==> src/rtl/ibex_fetch_req_ctrl.sv <==
// Instruction fetch request sequencer: issues word-aligned memory requests, tracks
// outstanding responses in order and drops responses from fetches killed by a branch.
module ibex_fetch_req_ctrl #(
   parameter int NUM_REQS = 2
) (
   input  logic                clk_i,
   input  logic                rst_i,
   input  logic                req_i,
   input  logic                branch_i,
   input  logic [31:0]         branch_addr_i,
   output logic                busy_o,
   input  logic [NUM_REQS-1:0] fifo_busy_i,
   output logic                fifo_clear_o,
   output logic                fifo_valid_o,
   output logic [31:0]         fifo_addr_o,
   output logic [31:0]         fifo_rdata_o,
   output logic                fifo_err_o,
   output logic                instr_req_o,
   input  logic                instr_gnt_i,
   output logic [31:0]         instr_addr_o,
   input  logic                instr_rvalid_i,
   input  logic [31:0]         instr_rdata_i,
   input  logic                instr_err_i
);

   localparam logic [NUM_REQS-1:0] ONE = {{(NUM_REQS-1){1'b0}}, 1'b1};

   logic [31:2]         r_fetchAddr;
   logic                r_pend;
   logic [31:2]         r_storedAddr;
   logic [NUM_REQS-1:0] r_outstanding;
   logic [NUM_REQS-1:0] r_discard;

   logic                w_newReq;
   logic                w_gnt;
   logic                w_rsp;
   logic [31:0]         w_instrAddr;
   logic [NUM_REQS-1:0] w_outShift;
   logic [NUM_REQS-1:0] w_discShift;
   logic [NUM_REQS-1:0] w_insert;
   logic [NUM_REQS-1:0] w_outNext;
   logic [NUM_REQS-1:0] w_discNext;

   // A branch may override a full FIFO, but never the outstanding-response limit.
   assign w_newReq    = req_i & (~(&fifo_busy_i) | branch_i) & ~r_outstanding[NUM_REQS-1];
   assign instr_req_o = ~rst_i & (w_newReq | r_pend);
   assign w_gnt       = instr_req_o & instr_gnt_i;
   assign w_rsp       = ~rst_i & instr_rvalid_i & r_outstanding[0];

   always_comb begin
      w_instrAddr = {r_fetchAddr, 2'b00};
      if (branch_i) begin
         w_instrAddr = {branch_addr_i[31:2], 2'b00};
      end else if (r_pend) begin
         w_instrAddr = {r_storedAddr, 2'b00};
      end
   end

   assign instr_addr_o = w_instrAddr;

   // Queue update: mark killed entries, retire the oldest, then append the new grant.
   always_comb begin
      w_outShift  = r_outstanding;
      w_discShift = r_discard | (branch_i ? r_outstanding : '0);
      if (w_rsp) begin
         w_outShift  = w_outShift >> 1;
         w_discShift = w_discShift >> 1;
      end
      w_insert = '0;
      if (w_gnt) begin
         w_insert = ~w_outShift & ((w_outShift << 1) | ONE);
      end
      w_outNext  = w_outShift | w_insert;
      w_discNext = w_discShift & ~w_insert & w_outNext;
   end

   always_ff @(posedge clk_i) begin
      if (rst_i) begin
         r_fetchAddr   <= '0;
         r_pend        <= 1'b0;
         r_storedAddr  <= '0;
         r_outstanding <= '0;
         r_discard     <= '0;
      end else begin
         if (instr_req_o && !instr_gnt_i) begin
            r_pend       <= 1'b1;
            r_storedAddr <= w_instrAddr[31:2];
         end else if (w_gnt) begin
            r_pend <= 1'b0;
         end
         if (w_gnt) begin
            r_fetchAddr <= w_instrAddr[31:2] + 30'd1;
         end else if (branch_i) begin
            r_fetchAddr <= branch_addr_i[31:2];
         end
         r_outstanding <= w_outNext;
         r_discard     <= w_discNext;
      end
   end

   // A response with nothing outstanding is a memory protocol violation; it is dropped.
   always_ff @(posedge clk_i) begin
      if (!rst_i) begin
         assert (!(instr_rvalid_i && !r_outstanding[0]))
            else $warning("rvalid received with no outstanding request");
      end
   end

   assign fifo_valid_o = w_rsp & ~r_discard[0] & ~branch_i;
   assign fifo_rdata_o = instr_rdata_i;
   assign fifo_err_o   = instr_err_i;
   assign fifo_addr_o  = branch_addr_i;
   assign fifo_clear_o = branch_i;
   assign busy_o       = ~rst_i & (r_outstanding[0] | r_pend);

endmodule

==> config.mk <==
export PLATFORM = sky130hd
export DESIGN_NAME = ibex_fetch_req_ctrl
export DESIGN_NICKNAME = d
export VERILOG_FILES = /design/src/rtl/ibex_fetch_req_ctrl.sv
export SDC_FILE = /design/constraint.sdc
export NUM_CORES = 1
export LEC_CHECK = 0
export CAP_MARGIN = 20
export CORE_UTILIZATION = 44
export DETAILED_ROUTE_END_ITERATION = 7
export HOLD_SLACK_MARGIN = 0.1
export PLACE_DENSITY = 0.79
export SETUP_SLACK_MARGIN = 0.02
export SLEW_MARGIN = 20
export SYNTH_ARGS = -nofsm -noshare
export SYNTH_HDL_FRONTEND = slang
export SYNTH_SLANG_ARGS = --single-unit
==> constraint.sdc <==
create_clock -name clk_i -period 2.61 [get_ports clk_i]
set_input_delay 0.522 -clock clk_i [delete_from_list [all_inputs] [get_ports clk_i]]
set_output_delay 0.522 -clock clk_i [all_outputs]
set_load 0.02 [all_outputs]
== Word level (Yosys, flattened, before mapping) ==
Index checks and enable logic that the tools add are counted.

* Register bits: 65
* Input port bits: 73
* Output and inout bits: 101

* Add/subtract/negate cells: 1
* Mux-type cells: 10
* Bitwise logic cells: 24
* Reductions and logical operators: 5

{| class="wikitable"
|+ Operators by type and width
! kind !! count
|-
| $mux 32 || 2
|-
| $mux 30 || 2
|-
| $add 30x1->30 const B || 1
|-
| $and 1x1->1 || 9
|-
| $mux 2 || 4
|-
| $and 2x2->2 || 3
|-
| $not 1->1 || 5
|-
| $not 2->2 || 2
|-
| $or 2x2->2 || 2
|-
| $reduce_bool 2->1 || 2
|-
| $or 1x1->1 || 3
|-
| $mux 1 || 2
|-
| $reduce_and 2->1 || 1
|-
| $logic_and 1x1->1 || 1
|-
| $logic_not 1->1 || 1
|}

== Depth between registers and ports, before layout ==
* Depth in word-level cells: 12
* Mapped depth: 11

== Worst setup path after synthesis ==
No wires, ideal clock.

* Kind: in2reg
* Start point: in branch_i
* End point: reg r_fetchAddr[30] (netlist name)
* Setup time: 86 ps
* Data arrival time: 2,575 ps
* Slack: -50 ps
* Stages on the path: 10
* Path buffers: 3
* Cell sequence: buf_6 > buf_6 > buf_6 > o21ai_1 > ha_1 > and4_4 > nand3_4 > nor4b_2 > xnor2_1 > a211oi_1

* Elaborated cells on any way between the ends: 10
* Those cells by class: add/sub: 1; mux: 2; bitwise: 6; reduce/logical: 1

{| class="wikitable"
|+ RTL lines
! what !! line !! RTL
|-
| from (decl) || 9 || <nowiki>input logic branch_i,</nowiki>
|-
| $mux 32 || 52 || <nowiki>if (branch_i) begin</nowiki>
|-
| net instr_addr_o[3] || 20 || <nowiki>output logic [31:0] instr_addr_o,</nowiki>
|-
| $add 30x1->30 || 92 || <nowiki>r_fetchAddr <= w_instrAddr[31:2] + 30'd1;</nowiki>
|-
| $mux 30 || 91 || <nowiki>if (w_gnt) begin</nowiki>
|-
| to (signal assigned) || 92 ||
|-
| to (signal assigned) || 94 || <nowiki>r_fetchAddr <= branch_addr_i[31:2];</nowiki>
|-
| to (decl) || 28 || <nowiki>logic [31:2] r_fetchAddr;</nowiki>
|}

The timed path passes the listed nets, and every way through them passes these cells.
A chain may end at the register's enable or synchronous reset.

== Final worst setup path ==
* Start point: reg r_pend
* End point: out instr_addr_o[8]

* Word-level cells in the longest chain between the ends: 2

{| class="wikitable"
|+ RTL lines
! what !! line !! RTL
|-
| from (decl) || 29 || <nowiki>logic r_pend;</nowiki>
|-
| from (signal assigned) || 80 || <nowiki>r_pend <= 1'b0;</nowiki>
|-
| from (signal assigned) || 86 || <nowiki>r_pend <= 1'b1;</nowiki>
|-
| from (signal assigned) || 89 || <nowiki>r_pend <= 1'b0;</nowiki>
|-
| $mux 32 || 54 || <nowiki>end else if (r_pend) begin</nowiki>
|-
| $mux 32 || 52 ||
|-
| to (decl) || 20 ||
|}

No other way between the ends.

==> flow_summary_export.csv <==
group,metric,value,unit
final_layout,area_delta_synth_final,22.2,%
drt,drt_pass1_iterations,4,
final_layout,fin_nets,676,
final_layout,drive_above_1_share,15.7,%
drt,routed_wl,11400,um
worst_setup_path,cp-startpoint,"r_pend$_SDFFE_PP0P_",
worst_hold_path,hp-class,"reg -> reg",
flow_run,cap_viol_max_count,0,
drt,antenna_left,0,
power,vdd_ir_drop_max,0.212,mV
clock_network,h-tree-depth,3,
logic_synthesis,synth.avg_cell_area,7.93,sq um
logic_synthesis,syn-instance-count,553,
global_route,grt_max_degree,51,
logic_synthesis,synthesis.area,0.00439,sq mm
clock_network,post_cts_buffers,0,
place,io_buffers,101,
place,gp_congestion,0.820,
global_route,grt_pass1_wl,18500,um
timing,rsz0062_at_grt,"no",
timing,final-setup-viol-count,0,
timing,post-route-period-util,97.4,%
power,p_leak,1.95,nW
worst_setup_path,critPathArrivalTime,2020,ps
logic_synthesis,synth_edf_count,0,
floorplan,start_util,45.1,%
clock_network,cts_buffers,9,
timing,hold_violations,0,
drt,dr_total_vias,4010,
worst_setup_path,critPathCaptureType,"primary output",
timing,period_minus_slack,2540,ps
worst_hold_path,min_from,"r_storedAddr[16]$_SDFFE_PP0P_",
global_route,antenna_found_initial,0,
timing,clock.fmax,0.393,GHz
logic_synthesis,yosysSeqAreaShare,29.7,%
drt,drt_iter0_drc,191,
global_route,grt_pass1_vias,3929,
timing,maxSlewViolCount,0,
clock_network,cts_tree,"built",
final_layout,fillers,920,
logic_synthesis,ys_top_cells_by_count,"104 x nand2_1, 72 x buf_4, 65 x dfxtp_1, 38 x a21oi_1, 30 x mux2i_1",
logic_synthesis,yosysWarnings,0,
worst_setup_path,cp_max_fo,16,
logic_synthesis,synth_flop_cell,"dfxtp_1",
power,powerDensity,468,mW/mm^2
floorplan,fp-row-count,36,
global_route,grt_usage,22.7,%
floorplan,die_w,102,um
outcome,status,"complete, no violations",
logic_synthesis,synth.most_common_cell,"nand2_1",
final_layout,fin_util,55.1,%
worst_setup_path,r2r_start,"r_pend$_SDFFE_PP0P_",
global_route,grt_overflow,0,
clock_network,clkTransAtPathRegs,70,ps
logic_synthesis,synth_cell_types,49,
clock_network,cts_root_buf,"clkbuf_8",
place,dp_hpwl,7950,um
floorplan,fp.coreArea,0.00973,sq mm
timing,tightest_slew,572,ps
clock_network,ctsHoldBuffers,0,
worst_setup_path,crit_type,"reg -> out",
logic_synthesis,ys_seq_elements,65,
logic_synthesis,synth_top_area_share,29.7,%
clock_network,cts_sinks,65,
drt,detail_route.wl_per_cell,15.5,um
final_layout,antennaDiodeCount,0,
clock_network,cts_max_path_buffers,2,
timing,finClkSkew,8.63,ps
clock_network,insertion_delay,350,ps
floorplan,fp.dieH,102,um
worst_setup_path,critPathLaunchType,"flop",
logic_synthesis,ys_top_cells_by_area,"dfxtp_1 30%, buf_4 12%, nand2_1 8.9%",
floorplan,io-pin-count,174,
worst_setup_path,critical_path_required,2090,ps
floorplan,dieArea,0.0104,sq mm
timing,slew_headroom,61.9,%
logic_synthesis,synth-async-reset-ratio,0,%
logic_synthesis,synth_top_cell_by_area,"dfxtp_1",
drt,viasPerCell,5.44,
drt,drc,0,
power,total_power,0.00251,W
-- flip-flops by register name (all words and copies together) (netlist names) --
register and cells:
r_pend 1, r_storedAddr 30, r_fetchAddr 30, r_outstanding 2
r_discard 2
-- through the flow --
stage | area (sq um) | worst slack, ps | instances | TNS (ps) | hold WS [ps]
after detailed placement | 5190 | -88.4 | 724 | -243 | 449
after floorplan | 4400 | 37.6 | 554 | 0 | 436
after global routing | 5360 | 21.9 | 737 | 0 | 468
after CTS | 5340 | 43.5 | 737 | 0 | 451
after global placement | 5190 | -48.0 | 724 | -92.3 | 441
final | 5360 | 68.6 | 737 | 0 | 455
-- layout by cell type, fill, tap and decap left out, types with 3 or more instances in the layout --
| cell type | n |
|---|---|
| xor2_1 | 4 |
| o21ai_0 | 12 |
| a31o_2 | 7 |
| dfxtp_1 | 64 |
| buf_4 | 36 |
| inv_1 | 10 |
| nor2_1 | 26 |
| and3_1 | 9 |
| nor3b_1 | 4 |
| nor4b_2 | 3 |
| buf_12 | 4 |
| o21ai_2 | 20 |
| nor3_1 | 8 |
| o21ai_1 | 7 |
| clkdlybuf4s50_1 | 93 |
| a311oi_1 | 12 |
| nand2b_1 | 23 |
| mux2i_1 | 30 |
| nand3_1 | 4 |
| clkbuf_8 | 10 |
| and2_1 | 3 |
| a211oi_1 | 10 |
| nand2_1 | 104 |
| a21oi_1 | 38 |
| dlymetal6s2s_1 | 6 |
| xnor2_1 | 22 |
-- critical path, stage by stage (launching register included) --
cell,delay (ps)
dfxtp_4,440
buf_12,200
mux2i_1,90
o21ai_1,170
buf_4,170
clkdlybuf4s50_1,600
-- kinds of logic after synthesis --
family	Yosys count	synth area share [%]
xor gates and xnor gates	26	5.19
DFF	65	29.7
adders and majority gates	1	0.285
other	1	0.0855
muxes	30	6.84
and+or+nand+nor	200	22.8
AOI/OAI and AO/OA	114	17.4
buffers and inverters	116	17.8
-- where the power goes --
group	switching (W)	internal [W]
combinational	0.000374	0.000334
sequential	0.0000312	0.00104
clock	0.000371	0.000354
-- final timing paths --
kind	end	slack, ps	cells past startpoint
worst min register to register	r_storedAddr[16]$_SDFFE_PP0P_	460	2
worst max register to register	r_fetchAddr[20]$_SDFFE_PP0P_	250	9
worst max-delay path	instr_addr_o[8]	70	5
worst min-delay path	r_storedAddr[16]$_SDFFE_PP0P_	460	2
-- per-layer routing --
metal	wire [um]	vias to the layer above	GRT usage, %
li1	-	1915	-
met1	4880	1910	28.0
met2	5490	156	38.8
met3	823	29	4.24
met4	208	0	9.89
met5	0	-	0
-- what timing repair did --
item / in CTS / in global routing
hold endpoints to repair: 0 / 0
pin swaps: 0 / 1
endpoints found under the setup margin: 14 / 12
cloned: 0 / 0
resized for setup: 2 / 8
-- cell type report --
cell class              count  area (sq um)  area share (%)
clock buffers              12           145            2.71
inverters                  11          41.3           0.770
multi-input cells         373          2320            43.2
flip-flops and latches     65          1310            24.3
clock inverters             1          5.00          0.0933
repair buffers            142          1380            25.8
well taps                 133           166            3.10
Power figures use the tool's default switching activity.
